<file path="src/rtl/sort4_seq_if.sv">
// Handshake bus for sort4_seq: a load stream in and a sorted drain stream out.
// The master drives in_valid/in_data/out_ready; the slave (the sorter) drives the rest.
interface sort4_seq_if #(
    parameter int unsigned W = 4
);
    logic         in_valid;
    logic         in_ready;
    logic [W-1:0] in_data;
    logic         out_valid;
    logic         out_ready;
    logic [W-1:0] out_data;
    logic         out_last;

    modport master (
        output in_valid, in_data, out_ready,
        input  in_ready, out_valid, out_data, out_last
    );

    modport slave (
        input  in_valid, in_data, out_ready,
        output in_ready, out_valid, out_data, out_last
    );
endinterface

</file>
<file path="src/rtl/sort4_seq.sv">
// Sequential 4-element sorter: loads four unsigned words, sorts them with six
// compare-exchange steps (one per cycle), then drains them in ascending order.
module sort4_seq #(
    parameter int unsigned W = 4
) (
    input  logic        clk,
    input  logic        rst,
    sort4_seq_if.slave  bus,
    output logic        busy
);
    localparam int unsigned N  = 4;
    localparam int unsigned IW = 2;
    localparam int unsigned SW = 3;
    localparam logic [SW-1:0] LAST_STEP = SW'(5);

    typedef enum logic [1:0] {LOAD, SORT, DRAIN} state_t;

    state_t          r_state;
    logic [IW-1:0]   r_cnt;
    logic [IW-1:0]   r_idx;
    logic [SW-1:0]   r_step;
    logic [W-1:0]    r_v [N];
    logic            r_in_ready;
    logic            r_out_valid;
    logic            r_out_last;
    logic            r_busy;
    logic [W-1:0]    r_out_data;

    logic [IW-1:0]   w_i;
    logic [IW-1:0]   w_j;
    logic            w_swap;

    // Pair selected by the current sort step: (0,1)(0,2)(0,3)(1,2)(1,3)(2,3)
    always_comb begin
        w_i = IW'(0);
        w_j = IW'(1);
        case (r_step)
            SW'(0):  begin w_i = IW'(0); w_j = IW'(1); end
            SW'(1):  begin w_i = IW'(0); w_j = IW'(2); end
            SW'(2):  begin w_i = IW'(0); w_j = IW'(3); end
            SW'(3):  begin w_i = IW'(1); w_j = IW'(2); end
            SW'(4):  begin w_i = IW'(1); w_j = IW'(3); end
            default: begin w_i = IW'(2); w_j = IW'(3); end
        endcase
        w_swap = (r_v[w_i] > r_v[w_j]);
    end

    always_ff @(posedge clk) begin
        if (rst) begin
            r_state     <= LOAD;
            r_cnt       <= '0;
            r_idx       <= '0;
            r_step      <= '0;
            r_v         <= '{default: '0};
            r_in_ready  <= 1'b1;
            r_out_valid <= 1'b0;
            r_out_data  <= '0;
            r_out_last  <= 1'b0;
            r_busy      <= 1'b0;
        end else begin
            case (r_state)
                LOAD: begin
                    if (bus.in_valid) begin
                        r_v[r_cnt] <= bus.in_data;
                        r_cnt      <= r_cnt + IW'(1);
                        if (r_cnt == IW'(3)) begin
                            r_state    <= SORT;
                            r_step     <= '0;
                            r_in_ready <= 1'b0;
                            r_busy     <= 1'b1;
                        end
                    end
                end
                SORT: begin
                    if (w_swap) begin
                        r_v[w_i] <= r_v[w_j];
                        r_v[w_j] <= r_v[w_i];
                    end
                    r_step <= r_step + SW'(1);
                    // The final step only touches slots 2 and 3, so slot 0 is already settled
                    if (r_step == LAST_STEP) begin
                        r_state     <= DRAIN;
                        r_idx       <= '0;
                        r_out_valid <= 1'b1;
                        r_out_data  <= r_v[0];
                        r_out_last  <= 1'b0;
                    end
                end
                DRAIN: begin
                    if (bus.out_ready) begin
                        if (r_idx == IW'(3)) begin
                            r_state     <= LOAD;
                            r_idx       <= '0;
                            r_out_valid <= 1'b0;
                            r_out_data  <= '0;
                            r_out_last  <= 1'b0;
                            r_in_ready  <= 1'b1;
                            r_busy      <= 1'b0;
                        end else begin
                            r_idx      <= r_idx + IW'(1);
                            r_out_data <= r_v[r_idx + IW'(1)];
                            r_out_last <= (r_idx == IW'(2));
                        end
                    end
                end
                default: r_state <= LOAD;
            endcase
        end
    end

    assign bus.in_ready  = r_in_ready;
    assign bus.out_valid = r_out_valid;
    assign bus.out_data  = r_out_data;
    assign bus.out_last  = r_out_last;
    assign busy          = r_busy;
endmodule
</file>
<file path="src/flat_wrapper.sv">
// flat-port wrapper written by rule: the top's interface ports become plain ports
module sort4_seq_flat 
#(
    parameter int unsigned W = 4
)
  (clk, rst, busy, bus_in_valid, bus_in_data, bus_out_ready, bus_in_ready, bus_out_valid, bus_out_data, bus_out_last);
  sort4_seq_if #(.W(W)) bus_i ();
  input  logic clk;
  input  logic rst;
  output logic busy;
  input wire logic [$bits(bus_i.in_valid)-1:0] bus_in_valid;
  input wire logic [$bits(bus_i.in_data)-1:0] bus_in_data;
  input wire logic [$bits(bus_i.out_ready)-1:0] bus_out_ready;
  output wire logic [$bits(bus_i.in_ready)-1:0] bus_in_ready;
  output wire logic [$bits(bus_i.out_valid)-1:0] bus_out_valid;
  output wire logic [$bits(bus_i.out_data)-1:0] bus_out_data;
  output wire logic [$bits(bus_i.out_last)-1:0] bus_out_last;
  assign bus_i.in_valid = bus_in_valid;
  assign bus_i.in_data = bus_in_data;
  assign bus_i.out_ready = bus_out_ready;
  assign bus_in_ready = bus_i.in_ready;
  assign bus_out_valid = bus_i.out_valid;
  assign bus_out_data = bus_i.out_data;
  assign bus_out_last = bus_i.out_last;
  sort4_seq #(.W(W)) u_core (.clk(clk), .rst(rst), .bus(bus_i), .busy(busy));
endmodule
</file>
<file path="config.mk">
export PLATFORM = sky130hd
export DESIGN_NAME = sort4_seq_flat
export DESIGN_NICKNAME = d
export VERILOG_FILES = /design/src/rtl/sort4_seq_if.sv /design/src/rtl/sort4_seq.sv /design/src/flat_wrapper.sv
export SDC_FILE = /design/constraint.sdc
export NUM_CORES = 1
export LEC_CHECK = 0
export CORE_MARGIN = 5
export CORE_UTILIZATION = 30
export DETAILED_ROUTE_END_ITERATION = 8
export SYNTH_ARGS = -nofsm -noshare
export SYNTH_HDL_FRONTEND = slang
export SYNTH_SLANG_ARGS = --single-unit
</file>
<file path="constraint.sdc">
create_clock -name clk -period 4.1 [get_ports clk]
set_input_delay 0.82 -clock clk [delete_from_list [all_inputs] [get_ports clk]]
set_output_delay 0.82 -clock clk [all_outputs]
set_load 0.01 [all_outputs]
</file>
==> qor.yml, run 1 <==
leakage_uw: 0.0009922
critical_path_arrival_ns: 3.92
clk_pin_slew_ns: 0.07
gp_congestion: 0.9352
syn-instance-count: 273
ys_seq_area_frac: 0.2806
syn_nets: 298
die_width_um: 98.60
numCtsBuffers: 5
final-setup-viol-count: 0
route.detailed.drc: 0
rsz0062_at_grt: "false"
cts_resized: 0
sw_frac_of_total: 0.2728
hold_violations: 0
ys_ff_latch: 33
drtIter0Drc: 217
ys.flop_type: "dfxtp_1"
fmaxAchievable_mhz: 271.5
synth.distinct_cells: 49
crit_required_ns: 4.34
max-vdd-ir-drop_uv: 171.0
cp_max_fo: 14
area_delta_synth_final_pct: 15.14
post_cts_buffers: 0
internal_power_uw: 593.2
drive_gt1_frac: 0.1123
hold_depth: 2
layout_commonest_cell: "dfxtp_1"
slew_viol_final: 0
grt_pass1_wl_mm: 10.76
hold_path_end: "u_core.bus.out_last"
mostFrequentLayoutCells: "dfxtp_1, nor2_1, a21oi_1"
instances_no_fill: 387
cts_root_buf: "clkbuf_8"
synthArstFlopShare: 0
vias: 2198
chipHeight_um: 98.60
core_um2: 7687
tightestPinTransition_ns: 0.7761
io_buffers: 15
grt_usage: 0.1387
start_util: 0.3063
final_area_um2: 2711
fin_nets: 309
path_class: "reg -> reg"
ff2ff_path_depth: 12
cts_tree: "yes"
antenna_found_initial: 0
synth_area_um2: 2355
fin_crit_sh: 0.8983
route.met2.wl_mm: 2.992
wl_met3_um: 335
status: "completed"
avgSynthCellArea_um2: 8.625
p_sw_uw: 222.5
cts.sinks: 33
powerDensity_nw_per_um2: 300.8
slew-limit-headroom: 0.4810
hold_class: "reg -> reg"
crit_path_start_kind: "flop"
std_cell_rows: 32
fillCellCount: 815
antenna_left: 0
synth_edf_count: 0
post_drt_wl_per_cell_um: 16.89
viasPerCell: 5.680
insertion_delay_ns: 0.30
cts_buffer_depth: 2
maxCapViolCount: 0
placed_cell_area_um2: 2595
num_antenna_cells: 0
end_kind: "flop"
dr.pass1.iters: 4
p_seq_frac: 0.429
m1WireLength_mm: 3.049
top_layer_used: "met4"
grt_max_degree: 21
ys_warn_count: 0
finalWirelength_mm: 6.536
io_pins: 16
die_area_um2: 9721
final.setup.tns_ns: 0
dpl.cell_count: 379
r2r_setup_slack_ns: 0.42
r2r_end: "u_core.r_v[14]"
fin_worst_skew_ns: 0.01415
timing.rr.start: "u_core.r_step[2]"
finalCriticalPeriod_ns: 3.683
htree_levels: 2
cts.hold.buffers_added: 0
clkPwrFrac: 0.399
grt_pass1_vias: 2112
hp-start: "u_core.bus.out_last"
comb_power_share: 0.173
gr-total-overflow: 0
final_util: 0.3527
dp_hpwl_mm: 4.935
Yosys cell counts (all sizes together), types with 8 or more instances:
cell type | number | area (um2)
buf | 9 | 52.55
dfxtp | 33 | 660.6
nand2 | 20 | 75.07
clkbuf | 8 | 30.03
a311oi | 8 | 70.07
nor2 | 24 | 90.09
inv | 17 | 63.81
ha | 17 | 212.7
a21oi | 23 | 115.1
nor3 | 11 | 55.05
a221oi | 8 | 70.07
mux2i | 10 | 125.1
nand3 | 10 | 50.05
power groups by stage:
stage               sequential [uW]  clock, uW  combinational (uW)
floorplan                       350          0                 100
detailed placement              356          0                 138
finish                          350        325                 141
CTS                             349        334                 139
global route                    351        347                 157
global placement                356          0                 136
layout make-up:
| type | count | area [um2] | share of cell area |
|---|---|---|---|
| tap | 102 | 127.6 | 0.04707 |
| inverter | 17 | 63.81 | 0.02353 |
| sequential | 33 | 660.6 | 0.2437 |
| timing repair buffer | 21 | 195.2 | 0.07199 |
| clock buffer | 7 | 86.33 | 0.03184 |
| multi-input combinational | 206 | 1548 | 0.5708 |
| clock inverter | 1 | 30.03 | 0.01108 |
critical path, cell delays in order (launching register included):
cell and delay [ns]:
dfxtp_1 0.54, inv_1 0.13, ha_1 0.21, a21o_1 0.17
inv_1 0.06, ha_1 0.49, mux4_2 0.63, ha_1 0.29
nand4_1 0.10, o21ai_1 0.09, a21o_1 0.24, nor3b_1 0.44
a32o_1 0.24
cells by family after synthesis:
| group | share of synthesized area |
|---|---|
| simple gates | 0.1690 |
| compound gates | 0.2519 |
| buf+inv | 0.06217 |
| flops | 0.2806 |
| mux | 0.1424 |
| fa+ha+maj | 0.09033 |
| xor+xnor | 0.003720 |
worst max path at each step:
stage                          start        endpoint  slack [ns]  cells after the start
finish              u_core.r_step[2]  u_core.r_v[14]        0.42                     12
global route        u_core.r_step[2]   u_core.r_v[9]        0.18                     13
CTS                 u_core.r_step[2]   u_core.r_v[1]        0.47                     13
detailed placement  u_core.r_step[2]   u_core.r_v[2]        0.48                     13
global placement    u_core.r_step[2]   u_core.r_v[0]        0.60                     13
floorplan           u_core.r_step[0]   u_core.r_v[8]        1.05                     15
metrics by stage:
| step | setup slack, ns | total power [uW] | hold slack (ns) |
|---|---|---|---|
| final | 0.4168 | 815.7 | 0.4550 |
| after CTS | 0.4699 | 821.5 | 0.4590 |
| after floorplan | 1.053 | 450.4 | 0.4761 |
| after global routing | 0.1806 | 854.4 | 0.4877 |
| after detailed placement | 0.4830 | 494.2 | 0.4496 |
| after global placement | 0.5985 | 492.5 | 0.4436 |
routing by layer:
metal	track usage	vias up
met3	0.02689	15
met4	0.06723	0
li1	-	1058
met5	0	-
met1	0.1838	1055
met2	0.2158	70
sequential cells by signal, summed over array words and instances (netlist names):
name / cells
u_core.bus.in_ready: 1
u_core.bus.out_data: 4
u_core.bus.out_last: 1
u_core.bus.out_valid: 1
u_core.busy: 1
u_core.r_cnt: 2
u_core.r_idx: 2
u_core.r_state: 2
u_core.r_step: 3
u_core.r_v: 16
Power figures use the tool's default switching activity.
==> run 2, diff against run 1 <==
--- a/config.mk
+++ b/config.mk
@@ -8,6 +8,8 @@
 export CORE_MARGIN = 5
 export CORE_UTILIZATION = 30
 export DETAILED_ROUTE_END_ITERATION = 8
+export HOLD_SLACK_MARGIN = 0.1
+export SETUP_SLACK_MARGIN = 0.2
 export SYNTH_ARGS = -nofsm -noshare
 export SYNTH_HDL_FRONTEND = slang
 export SYNTH_SLANG_ARGS = --single-unit
==> constraint.sdc (replaced) <==
create_clock -name clk -period 3.9 [get_ports clk]
set_input_delay 0.78 -clock clk [delete_from_list [all_inputs] [get_ports clk]]
set_output_delay 0.78 -clock clk [all_outputs]
set_load 0.01 [all_outputs]
==> run 2 against run 1 <==
Register-to-register slack got worse by 0.02 ns. Clock skew fell by 0.0073 ns. Utilization rose by 0.21 points. Sequential power rose by 5%. Sequential share of layout area fell by 0.099 points. Critical path type unchanged. Largest cell class unchanged.
==> qor.yml, run 2 (synthesis results as in run 1) <==
gp_congestion: 0.9062  # was 0.9352
cts.sinks: 33  # unchanged
antenna_left: 0  # unchanged
route.detailed.drc: 0  # unchanged
cts_buffer_depth: 2  # unchanged
slew-limit-headroom: 0.5757  # was 0.4810
finalCriticalPeriod_ns: 3.507  # was 3.683 ns
p_sw_uw: 235.0  # was 222.5 uW
hold_path_end: "u_core.bus.out_last"  # unchanged
cp_max_fo: 15  # was 14
area_delta_synth_final_pct: 15.83  # was 15.14%
final_area_um2: 2728  # was 2711 um2
end_kind: "flop"  # unchanged
critical_path_arrival_ns: 3.70  # was 3.92 ns
antenna_found_initial: 0  # unchanged
grt_max_degree: 17  # was 21
internal_power_uw: 624.8  # was 593.2 uW
drive_gt1_frac: 0.1259  # was 0.1123
layout_commonest_cell: "dfxtp_1"  # unchanged
mostFrequentLayoutCells: "dfxtp_1, nor2_1, a21oi_1"  # unchanged
grt_usage: 0.1417  # was 0.1387
status: "completed"  # unchanged
sw_frac_of_total: 0.2733  # was 0.2728
final.setup.tns_ns: 0  # unchanged
core_um2: 7687  # unchanged
fmaxAchievable_mhz: 285.2  # was 271.5 MHz
hold_depth: 2  # unchanged
placed_cell_area_um2: 2603  # was 2595 um2
num_antenna_cells: 0  # unchanged
io_pins: 16  # unchanged
clkPwrFrac: 0.397  # was 0.399
drtIter0Drc: 197  # was 217
cts_root_buf: "clkbuf_8"  # unchanged
hold_ws_ns: 0.4577  # was 0.4550 ns
comb_power_share: 0.176  # was 0.173
final-setup-viol-count: 0  # unchanged
hold_class: "reg -> reg"  # unchanged
insertion_delay_ns: 0.29  # was 0.30 ns
leakage_uw: 0.0009975  # was 0.0009922 uW
fin_worst_skew_ns: 0.006838  # was 0.01415 ns
max-vdd-ir-drop_uv: 164.3  # was 171.0 uV
regMostFlops: "u_core.r_v"  # unchanged
gr-total-overflow: 0  # unchanged
cts_tree: "yes"  # unchanged
crit_required_ns: 4.09  # was 4.34 ns
die_width_um: 98.60  # unchanged
crit_path_start_kind: "flop"  # unchanged
chipHeight_um: 98.60  # unchanged
path_class: "reg -> reg"  # unchanged
htree_levels: 2  # unchanged
fin_nets: 310  # was 309
std_cell_rows: 32  # unchanged
post_drt_wl_per_cell_um: 17.43  # was 16.89 um
timing.rr.start: "u_core.r_step[1]"  # was u_core.r_step[2]
numCtsBuffers: 5  # unchanged
io_buffers: 15  # unchanged
tightestPinTransition_ns: 0.6345  # was 0.7761 ns
fillCellCount: 807  # was 815
hp-start: "u_core.bus.out_last"  # unchanged
rsz0062_at_grt: "true"  # was false
powerDensity_nw_per_um2: 315.2  # was 300.8 nW/um2
clk_pin_slew_ns: 0.07  # about the same
die_area_um2: 9721  # unchanged
slew_viol_final: 0  # unchanged
dp_hpwl_mm: 5.102  # was 4.935 mm
maxCapViolCount: 0  # unchanged
finalPower_uw: 859.9  # was 815.7 uW
grt_pass1_vias: 2091  # was 2112
grt_pass1_wl_mm: 11.10  # was 10.76 mm
finalWirelength_mm: 6.762  # was 6.536 mm
dr.pass1.iters: 6  # was 4
r2r_end: "u_core.r_v[1]"  # was u_core.r_v[14]
hold_violations: 0  # unchanged
ff2ff_path_depth: 12  # unchanged
largest_reg_flops: 16  # unchanged
instances_no_fill: 388  # was 387
fin_crit_sh: 0.8991  # was 0.8983
p_seq_frac: 0.427  # was 0.429
dpl.cell_count: 380  # was 379
start_util: 0.3063  # unchanged
vias: 2222  # was 2198
r2r_setup_slack_ns: 0.39  # was 0.42 ns
cts.hold.buffers_added: 0  # unchanged
viasPerCell: 5.727  # was 5.680
[run 2: changes by cell type in the layout (fill, tap and decap cells not counted), sizes merged]
cell	change
buf	+1
[run 2: final cells by class]
type / instances / area (um2) / share of cell area
Clock buffer: 7 / 86.33 / 0.03165
Clock inverter: 1 / 30.03 / 0.01101
Inverter: 17 / 63.81 / 0.02339
Multi-Input combinational cell: 206 / 1555 / 0.5702
Sequential cell: 33 / 661.9 / 0.2427
Tap cell: 102 / 127.6 / 0.04679
Timing Repair Buffer: 22 / 202.7 / 0.07431
[run 2: layer usage]
| metal | wire [um] | share of wire | up-vias | GRT usage |
|---|---|---|---|---|
| met5 | 0 | 0 | - | 0 |
| met4 | 173 | 0.026 | 0 | 0.05777 |
| met3 | 407 | 0.060 | 17 | 0.02548 |
| met2 | 3205 | 0.47 | 93 | 0.2210 |
| met1 | 2975 | 0.44 | 1052 | 0.1932 |
| li1 | - | - | 1060 | - |
[run 2: how the worst max path moves through the flow]
stage                           from  slack, ns  cells after the start              to
global placement    u_core.r_step[2]       0.48                     12  u_core.r_v[15]
global route        u_core.r_step[1]       0.17                     13   u_core.r_v[2]
detailed placement  u_core.r_step[2]       0.36                     12  u_core.r_v[13]
finish              u_core.r_step[1]       0.39                     12   u_core.r_v[1]
CTS                 u_core.r_step[2]       0.34                     13   u_core.r_v[2]
floorplan           u_core.r_step[0]       0.85                     15   u_core.r_v[8]
[run 2: power by group through the flow]
stage / registers, uW / logic [uW] / clock network [uW]
2_1_floorplan: 368 / 106 / 0
3_3_place_gp: 374 / 144 / 0
3_5_place_dp: 374 / 147 / 0
4_1_cts: 367 / 147 / 345
5_1_grt: 369 / 166 / 360
6_report: 367 / 151 / 341
[run 2: what timing repair did]
item,4_1_cts,5_1_grt
endpoints found under the setup margin,0,16
setup buffers,0,0
resized for setup,0,3
[run 2: critical path, stage by stage (launching register included)]
cell and delay, ns:
dfxtp_1 0.39, ha_1 0.29, ha_1 0.19, a21o_1 0.10, ha_1 0.37, mux4_2 0.58, inv_1 0.10, ha_1 0.27
a211oi_2 0.27, a21oi_1 0.13, buf_4 0.21, and3_1 0.23, a221oi_1 0.29
[run 2: through the flow]
stage / util / worst slack [ns]
finish: 0.3548 / 0.3934
global route: 0.3548 / 0.1666
CTS: 0.3537 / 0.3372
detailed placement: 0.3385 / 0.3589
global placement: 0.3385 / 0.4842
floorplan: - / 0.8531
